==> src/rtl/control_unit_pkg.sv <==
// cu_pkg: definitions shared by the control unit and its register file.
// It holds the datapath width, the ALU operation encodings, the FSM state
// encoding and the bit positions of the 16-bit instruction fields.
package cu_pkg;

    localparam int DATA_W   = 8;
    localparam int NUM_REGS = 4;
    localparam int REG_AW   = 2;
    localparam int INSTR_W  = 16;

    // Instruction fields: [15:14] op, [13] imm_sel, [12:11] rd, [10:9] rs,
    // [8] reserved, [7:0] imm
    localparam int OP_MSB      = 15;
    localparam int OP_LSB      = 14;
    localparam int IMM_SEL_BIT = 13;
    localparam int RD_MSB      = 12;
    localparam int RD_LSB      = 11;
    localparam int RS_MSB      = 10;
    localparam int RS_LSB      = 9;
    localparam int RSVD_BIT    = 8;
    localparam int IMM_MSB     = 7;

    typedef enum logic [1:0] {
        ALU_ADD = 2'b00,
        ALU_SUB = 2'b01,
        ALU_AND = 2'b10,
        ALU_OR  = 2'b11
    } alu_op_t;

    typedef enum logic [1:0] {
        ST_IDLE      = 2'd0,
        ST_DECODE    = 2'd1,
        ST_EXECUTE   = 2'd2,
        ST_WRITEBACK = 2'd3
    } state_t;

endpackage

==> src/rtl/control_unit_reg_file.sv <==
// reg_file: small register file for the control unit.
// Two asynchronous read ports, one synchronous write port and an
// asynchronous active-low clear of every entry.
// Optional macro CU_DBG_PORT_EN adds a third asynchronous read port.
// Ports:
//   clk, rst_n              clock and async active-low clear
//   we, waddr, wdata        write port (rising edge)
//   raddr_a/rdata_a         read port A
//   raddr_b/rdata_b         read port B
//   dbg_addr/dbg_data       debug read port (CU_DBG_PORT_EN only)
module reg_file
    import cu_pkg::*;
#(
    parameter int DATA_W   = 8,
    parameter int NUM_REGS = 4,
    parameter int AW       = $clog2(NUM_REGS)
) (
    input  logic              clk,
    input  logic              rst_n,
    input  logic              we,
    input  logic [AW-1:0]     waddr,
    input  logic [DATA_W-1:0] wdata,
    input  logic [AW-1:0]     raddr_a,
    output logic [DATA_W-1:0] rdata_a,
    input  logic [AW-1:0]     raddr_b,
    output logic [DATA_W-1:0] rdata_b
`ifdef CU_DBG_PORT_EN
    ,
    input  logic [AW-1:0]     dbg_addr,
    output logic [DATA_W-1:0] dbg_data
`endif
);

    logic [DATA_W-1:0] mem [NUM_REGS];

    always_ff @(posedge clk or negedge rst_n) begin
        if (!rst_n) begin
            for (int i = 0; i < NUM_REGS; i++) begin
                mem[i] <= '0;
            end
        end else if (we) begin
            mem[waddr] <= wdata;
        end
    end

    assign rdata_a = mem[raddr_a];
    assign rdata_b = mem[raddr_b];

`ifdef CU_DBG_PORT_EN
    assign dbg_data = mem[dbg_addr];
`endif

endmodule

==> src/rtl/control_unit.sv <==
// control_unit: four-state sequencer (IDLE, DECODE, EXECUTE, WRITEBACK)
// that accepts one 16-bit instruction at a time, presents registered
// operands to an external combinational ALU, latches its response and
// writes the result back into a 4 x 8 register file.
// Optional macro CU_DBG_PORT_EN adds dbg_addr/dbg_data (dbg_data = R[dbg_addr]).
// Ports:
//   clk, rst_n                    clock, async active-low reset
//   instr, instr_valid/ready      instruction handshake (ready only in IDLE)
//   alu_a, alu_b, alu_op          registered ALU operands and operation
//   alu_result/zero/carry         ALU response, sampled in EXECUTE
//   done                          high during WRITEBACK only
//   flag_z, flag_c                ALU flags latched at writeback
module control_unit
    import cu_pkg::*;
#(
    parameter int DATA_W   = 8,
    parameter int NUM_REGS = 4
) (
    input  logic              clk,
    input  logic              rst_n,
    input  logic [15:0]       instr,
    input  logic              instr_valid,
    output logic              instr_ready,
    output logic [DATA_W-1:0] alu_a,
    output logic [DATA_W-1:0] alu_b,
    output logic [1:0]        alu_op,
    input  logic [DATA_W-1:0] alu_result,
    input  logic              alu_zero,
    input  logic              alu_carry,
    output logic              done,
    output logic              flag_z,
    output logic              flag_c
`ifdef CU_DBG_PORT_EN
    ,
    input  logic [1:0]        dbg_addr,
    output logic [DATA_W-1:0] dbg_data
`endif
);

    state_t state, next_state;

    logic              accept;
    logic [1:0]        ir_op;
    logic              ir_sel;
    logic [1:0]        ir_rd;
    logic [1:0]        ir_rs;
    logic [7:0]        ir_imm;
    logic [DATA_W-1:0] rd_val;
    logic [DATA_W-1:0] rs_val;
    logic [DATA_W-1:0] res_hold;
    logic              z_hold;
    logic              c_hold;
    logic              unused_rsvd;

    // Reserved instruction bit carries no meaning.
    assign unused_rsvd = instr[RSVD_BIT];

    assign accept = instr_valid && instr_ready;

    always_ff @(posedge clk or negedge rst_n) begin
        if (!rst_n) begin
            state <= ST_IDLE;
        end else begin
            state <= next_state;
        end
    end

    always_comb begin
        next_state  = state;
        instr_ready = 1'b0;
        done        = 1'b0;
        case (state)
            ST_IDLE: begin
                instr_ready = 1'b1;
                if (instr_valid) begin
                    next_state = ST_DECODE;
                end
            end
            ST_DECODE:    next_state = ST_EXECUTE;
            ST_EXECUTE:   next_state = ST_WRITEBACK;
            ST_WRITEBACK: begin
                done       = 1'b1;
                next_state = ST_IDLE;
            end
            default:      next_state = ST_IDLE;
        endcase
    end

    // Instruction register and ALU response holding registers are pure data:
    // every use is gated by the FSM, so they need no reset.
    always_ff @(posedge clk) begin
        if (accept) begin
            ir_op  <= instr[OP_MSB:OP_LSB];
            ir_sel <= instr[IMM_SEL_BIT];
            ir_rd  <= instr[RD_MSB:RD_LSB];
            ir_rs  <= instr[RS_MSB:RS_LSB];
            ir_imm <= instr[IMM_MSB:0];
        end
        if (state == ST_EXECUTE) begin
            res_hold <= alu_result;
            z_hold   <= alu_zero;
            c_hold   <= alu_carry;
        end
    end

    // Operands are captured at the end of DECODE and stay stable through
    // EXECUTE; the register file is read two cycles before any write, so
    // rd == rs naturally sees the old value.
    always_ff @(posedge clk or negedge rst_n) begin
        if (!rst_n) begin
            alu_a  <= '0;
            alu_b  <= '0;
            alu_op <= 2'b00;
        end else if (state == ST_DECODE) begin
            alu_a  <= rd_val;
            alu_b  <= ir_sel ? ir_imm : rs_val;
            alu_op <= ir_op;
        end
    end

    always_ff @(posedge clk or negedge rst_n) begin
        if (!rst_n) begin
            flag_z <= 1'b0;
            flag_c <= 1'b0;
        end else if (state == ST_WRITEBACK) begin
            flag_z <= z_hold;
            flag_c <= c_hold;
        end
    end

    reg_file #(
        .DATA_W   (DATA_W),
        .NUM_REGS (NUM_REGS),
        .AW       (REG_AW)
    ) u_reg_file (
        .clk      (clk),
        .rst_n    (rst_n),
        .we       (done),
        .waddr    (ir_rd),
        .wdata    (res_hold),
        .raddr_a  (ir_rd),
        .rdata_a  (rd_val),
        .raddr_b  (ir_rs),
        .rdata_b  (rs_val)
`ifdef CU_DBG_PORT_EN
        ,
        .dbg_addr (dbg_addr),
        .dbg_data (dbg_data)
`endif
    );

endmodule
==> config.mk <==
export PLATFORM = sky130hd
export DESIGN_NAME = control_unit
export DESIGN_NICKNAME = d
export VERILOG_FILES = /design/src/rtl/control_unit_pkg.sv /design/src/rtl/control_unit_reg_file.sv /design/src/rtl/control_unit.sv
export SDC_FILE = /design/constraint.sdc
export NUM_CORES = 1
export LEC_CHECK = 0
export BUFFER_PORTS_ARGS = -buffer_cell sky130_fd_sc_hd__buf_2
export CAP_MARGIN = 20
export CORE_ASPECT_RATIO = 0.6
export CORE_MARGIN = 2
export CORE_UTILIZATION = 28
export CTS_BUF_LIST = sky130_fd_sc_hd__clkbuf_8 sky130_fd_sc_hd__clkbuf_16
export DETAILED_ROUTE_END_ITERATION = 6
export HOLD_SLACK_MARGIN = 0.03
export PLACE_DENSITY = 0.52
export SYNTH_ARGS = -nofsm -noshare
export SYNTH_HDL_FRONTEND = slang
export SYNTH_HIERARCHICAL = 1
export SYNTH_SLANG_ARGS = --single-unit
==> constraint.sdc <==
create_clock -name clk -period 2.25 [get_ports clk]
set_input_delay 0 -clock clk [delete_from_list [all_inputs] [get_ports clk]]
set_output_delay 0 -clock clk [all_outputs]
set_load 0.05 [all_outputs]
Word level (Yosys, flattened, before mapping)
Cells that the tools add are included.
{"block": "word_totals", "register_bits": 79, "word_cells": 44, "in_bits": 29, "output_inout_bits": 22}
{"block": "classes", "reduce_logical": 3, "n_bitwise": 2, "n_mux": 14, "magnitude_cmp": 3, "eq_ne": 4}
{"cell": "8-bit 2-to-1 mux", "n": 6}
{"cell": "8-bit binary-select mux with 2-bit select", "n": 2}
{"cell": "32-bit bitwise mux", "n": 1}
{"cell": "8-bit demux with 2-bit select", "n": 1}
{"cell": "2-bit one-hot mux with 4 select lines", "n": 1}
{"cell": "3-bit >= comparator, second input constant", "n": 2}
{"cell": "2-bit NOT with 3-bit output", "n": 2}
{"cell": "2-bit equality test, second input constant", "n": 2}
{"cell": "3-bit by 1-bit less-than comparator with 1-bit output, second input constant", "n": 1}
{"cell": "2-bit by 1-bit equality test with 1-bit output, second input constant", "n": 1}
{"cell": "1-bit logical AND", "n": 2}
{"cell": "2-bit logical NOT", "n": 1}
{"cell": "1-bit 2-to-1 mux", "n": 2}
{"cell": "2-bit 2-to-1 mux", "n": 1}
{"cell": "2-bit != test, second input constant", "n": 1}

Logic depth before layout (Yosys ltp)
{"block": "logic_depth", "depth_word": 6, "ltp_mapped": 6, "mapped_depth_nobuf": 4}

By module
Netlist, hierarchy kept.
{"module": "control_unit", "seq_area_each_um2": 1301.2, "area_per_inst_um2": 1761.7, "cells_each": 101, "instances": 1}
{"module": "reg_file", "seq_area_each_um2": 800.8, "area_per_inst_um2": 1590.3, "cells_each": 88, "instances": 1}

Least setup slack after synthesis
OpenSTA, ideal clock, no wires.
{"block": "synth_timing", "path_type": "register to register", "start": "reg state[0]", "end": "reg u_reg_file/mem[24] (netlist name)", "synth_period_minus_slack_ns": 1.902, "t_arrival_ns": 1.777, "n_path_buf": 0, "required_ns": 2.125, "stages_incl_launch_ff": 4, "slack_ns": 0.348, "path_cell_list": "dfrtp_1 > ha_1 > nor3b_4 > mux2_2"}
{"block": "synth_via", "elab_chain_cells": 2}
{"item": "start, declared", "line_no": "control_unit.sv:40", "rtl": "state_t state, next_state;"}
{"item": "start signal, assigned", "line_no": "control_unit.sv:64", "rtl": "state <= next_state;"}
{"item": "2-bit equality test", "line_no": "control_unit.sv:72", "rtl": "case (state)"}
{"item": "1-bit 2-to-1 mux", "line_no": "control_unit.sv:72"}
{"item": "net done", "line_no": "control_unit.sv:30", "rtl": "output logic done,"}
{"item": "end signal, assigned by index", "line_no": "control_unit_reg_file.sv:42", "rtl": "mem[waddr] <= wdata;"}
{"item": "end, declared", "line_no": "control_unit_reg_file.sv:34", "rtl": "logic [DATA_W-1:0] mem [NUM_REGS];"}
The timed path passes the listed nets, and every way through them passes these cells.
A chain may end at the register's enable or synchronous reset.

Worst setup path after layout
{"block": "layout_timing", "start": "reg ir_rd[1]", "end": "reg u_reg_file/mem[28] (netlist name)"}
{"block": "layout_via", "elab_chain_cells": 6, "elab_cells_between_ends": 7, "classes_between": "order compare (2); mux (3); bitwise (1); reduce/logical (1)"}
{"item": "start, declared", "line_no": "control_unit.sv:45", "rtl": "logic [1:0] ir_rd;"}
{"item": "start signal, assigned", "line_no": "control_unit.sv:95", "rtl": "ir_rd <= instr[RD_MSB:RD_LSB];"}
{"item": "2-bit NOT with 3-bit output (not written as such) (*)", "line_no": "control_unit_reg_file.sv:42"}
{"item": "3-bit >= comparator (not written as such) or 3-bit by 1-bit less-than comparator with 1-bit output (tied branches)", "line_no": "control_unit_reg_file.sv:42"}
{"item": "1-bit logical AND (not written as such)", "line_no": "control_unit_reg_file.sv:42"}
{"item": "8-bit 2-to-1 mux (not written as such)", "line_no": "control_unit_reg_file.sv:42"}
{"item": "8-bit demux with 2-bit select (*)", "line_no": "control_unit_reg_file.sv:42"}
{"item": "32-bit bitwise mux (*)", "line_no": "control_unit_reg_file.sv:42"}
Every way passes the cells marked *; elsewhere a longest branch is shown, timed or not.

==> run summary <==
Synth warn: 6
Chip width: 145 microns
Final hold violation count: 0
Distinct cells, synth: 20
MaxCap Viol Count: 0
Most common flop cell mapped by yosys: dfrtp_1
Clock Skew: 0.00322 ns
Total Wirelength: 7250 microns
Post-detail-place hpwl: 4760 microns
Router iterations before antenna repair: 4
Share of the synthesized area in the top cell type: 40.3%
CTS tree: done
Worst setup margin: 0.471 ns
Lkg Pwr: 1.85 nW
Critical Path Source Type: flip-flop
Comb power frac: 38.2%
CP Depth: 2
Avg Cell Area, Syn: 17.7 sq um
Area of the multi-input gates: 1180 sq um
Commonest cells post-synth: dfrtp_1 (54), mux2_2 (41), edfxtp_1 (25)
Post-route clock period utilization: 79.1%
IO Pins: 51
Power per cell area: 1510 nW/um^2
Yosys reg bits: 79
Crit path DAT: 1.99 ns
Clk_lat worst skew: 0.33 ns
Worst slack, placed: 0.467 ns
Total gr overflow: 0
Iteration-0 DRC Markers: 78
RSZ-0062 raised after global routing: no
Root Buffer: clkbuf_16
TNS Setup: 0 ns
P&R area growth vs syn: 31.2%
Vias: 1899
# DRC: 0
Mapped Area: 3350 sq um
Vias in the first global route: 2026
Sequential share of power: 38.5%
CP Buf/Inv Count: 0
Clk slew on worst S/H paths: 0.06 ns
Routed vias/inst: 4.32
Seq/Total Area, Yosys: 62.7%
Crit end category: flip-flop
CP max stage delay: 0.67 ns
Power Internal: 4.24 mW
Fmax: 562 MHz
Switching part of the total power: 36.0%
# rows: 30
Routability Congestion: 0.691
Final Setup Violations: 0
Die ar.: 12900 sq um
Antenna Nets Post-Route: 0
Status: finished, final reports clean
H-tree levels: 3
CP Data Required Time: 2.46 ns
Worst min-delay path class: input port to async pin
Post-Synthesis Cells: 189
Leading post-synthesis cells by cell area: dfrtp_1 (40%), edfxtp_1 (22%), mux2_2 (14%), mux4_2 (11%), mux2i_1 (2.4%)
Initial Utilization: 29.2%
Core ar.: 11500 sq um
Cells along the critical path: nor3b_4 > mux2_2
Sink Count: 79
Worst-path maximum fanout: 12
Ant diodes: 0
Nets: 310
Final min period: 1.78 ns
Clk buf depth: 2
GRT Total Usage: 12.2%
CTS buffer count: 9
Post_cts resized: 0
Post-CTS Setup Bufs: 0
Clock power share: 23.3%
Post-synth EDFFs: 25
Die height: 88.8 microns
Final Max Slew Viols: 0
Slowest-stage cell, CP: edfxtp_1
First-pass GRT wire length: 11600 microns
Ys async rst share: 68.4%
Critical path class: flip-flop to flip-flop
Hold WS: 0.236 ns
FF/Latch Area: 2100 sq um
Initial antenna violation count: 0
Most common cell in the netlist: dfrtp_1
Fraction of layout cells with a size suffix above 1: 47.9%
Fillers: 1108
Worst vdd ir: 0.771 mV
Port-buffer cells: 49
Largest net degree at the start of global routing: 28
Cell taking the most area after synthesis: dfrtp_1
Worst-case reg-to-reg path depth: 2
Net Switching: 2.39 mW
Drt wl/cell: 16.5 microns
Actual slew at the worst max-slew pin: 0.663 ns
Slew HR: 55.8%
Net count after synthesis: 224
Top delay family on crit path: flip-flops
[cells in the final DEF (no fill, tap or decap)]
cell type       n
nand3b_2        2
nand2b_1        1
mux2_2         41
and2_1          1
mux2i_1         8
buf_2          49
nor2_1         10
clkbuf_8        2
inv_1           3
bufinv_16       2
clkbuf_16       9
a21oi_1         9
edfxtp_1       25
buf_12          1
ha_1            6
nor3b_4         1
clkinv_1        2
nand3_2         1
dlygate4sd3_1  27
dfrtp_1        54
mux4_2         16
buf_4           6
mux2_4          4
[registers in the layout, summed over array words and instances (netlist names)]
name            count
state               2
flag_c              1
alu_op              2
alu_a               8
z_hold              1
ir_rd               2
c_hold              1
ir_rs               2
u_reg_file/mem     32
flag_z              1
ir_imm              8
res_hold            8
ir_sel              1
ir_op               2
alu_b               8
[stage by stage]
stage          util, %  cell area, sq um  cells  power (mW)
6_report          38.3              4400    440        6.63
3_5_place_dp      33.1              3800    397        5.10
2_1_floorplan        -              3350    189        4.44
4_1_cts           38.3              4400    440        6.72
3_3_place_gp      33.1              3800    397        5.03
5_1_grt           38.3              4400    440        7.02
[repair_timing]
item / CTS / global route
endpoints found under the setup margin: 0 / 0
hold endpoints to repair: 51 / 0
hold buffers: 27 / 0
[layout make-up]
type | count | area share, %
Clock buffer | 11 | 5.75
Clock inverter | 5 | 1.62
Inverter | 2 | 0.171
Multi-Input combinational cell | 100 | 26.9
Sequential cell | 79 | 47.8
Tap cell | 160 | 4.55
Timing Repair Buffer | 83 | 13.2
[power groups by stage]
stage | Combinational, mW | Sequential, mW | Clock (mW)
after floorplan | 1.37 | 3.07 | 0
after global placement | 2.48 | 2.55 | 0
after detailed placement | 2.53 | 2.58 | 0
after CTS | 2.57 | 2.56 | 1.60
after global routing | 2.72 | 2.64 | 1.66
final | 2.53 | 2.55 | 1.54
[final timing paths]
| kind | start | to | slack (ns) |
|---|---|---|---|
| max reg2reg | ir_rd[1]$_DFFE_PP_ | u_reg_file/mem[28]$_DFFE_PN0P_ | 0.47 |
| max | ir_rd[1]$_DFFE_PP_ | u_reg_file/mem[28]$_DFFE_PN0P_ | 0.47 |
| min reg2reg | c_hold$_DFFE_PN_ | flag_c$_DFFE_PN0N_ | 0.48 |
| min | rst_n | alu_b[2]$_DFFE_PN0N_ | 0.24 |
| min in group clk | alu_result[0] | res_hold[0]$_DFFE_PN_ | 0.38 |
| max in group asynchronous | rst_n | u_reg_file/mem[7]$_DFFE_PN0P_ | 1.28 |
[metal layers]
metal  up-vias  global-route usage [%]  wire (microns)
met2        53                    17.1            2890
met1       958                    18.2            3920
met3         5                    4.02             415
li1        883                       -               -
met5         -                       0               0
met4         0                    2.94              31
[cells by family (layout without fill, tap and decap cells)]
group                      count (synthesis)  count (layout)  synth area share [%]
buffers and inverters                     10             101                  1.98
DFF                                       79              79                  62.7
muxes                                     69              69                  28.7
adders and majority gates                  6               6                  2.24
and+or+nand+nor                           16              16                  3.02
AOI/OAI and AO/OA                          9               9                  1.34
Note: power is estimated with default switching activity, not from simulation.
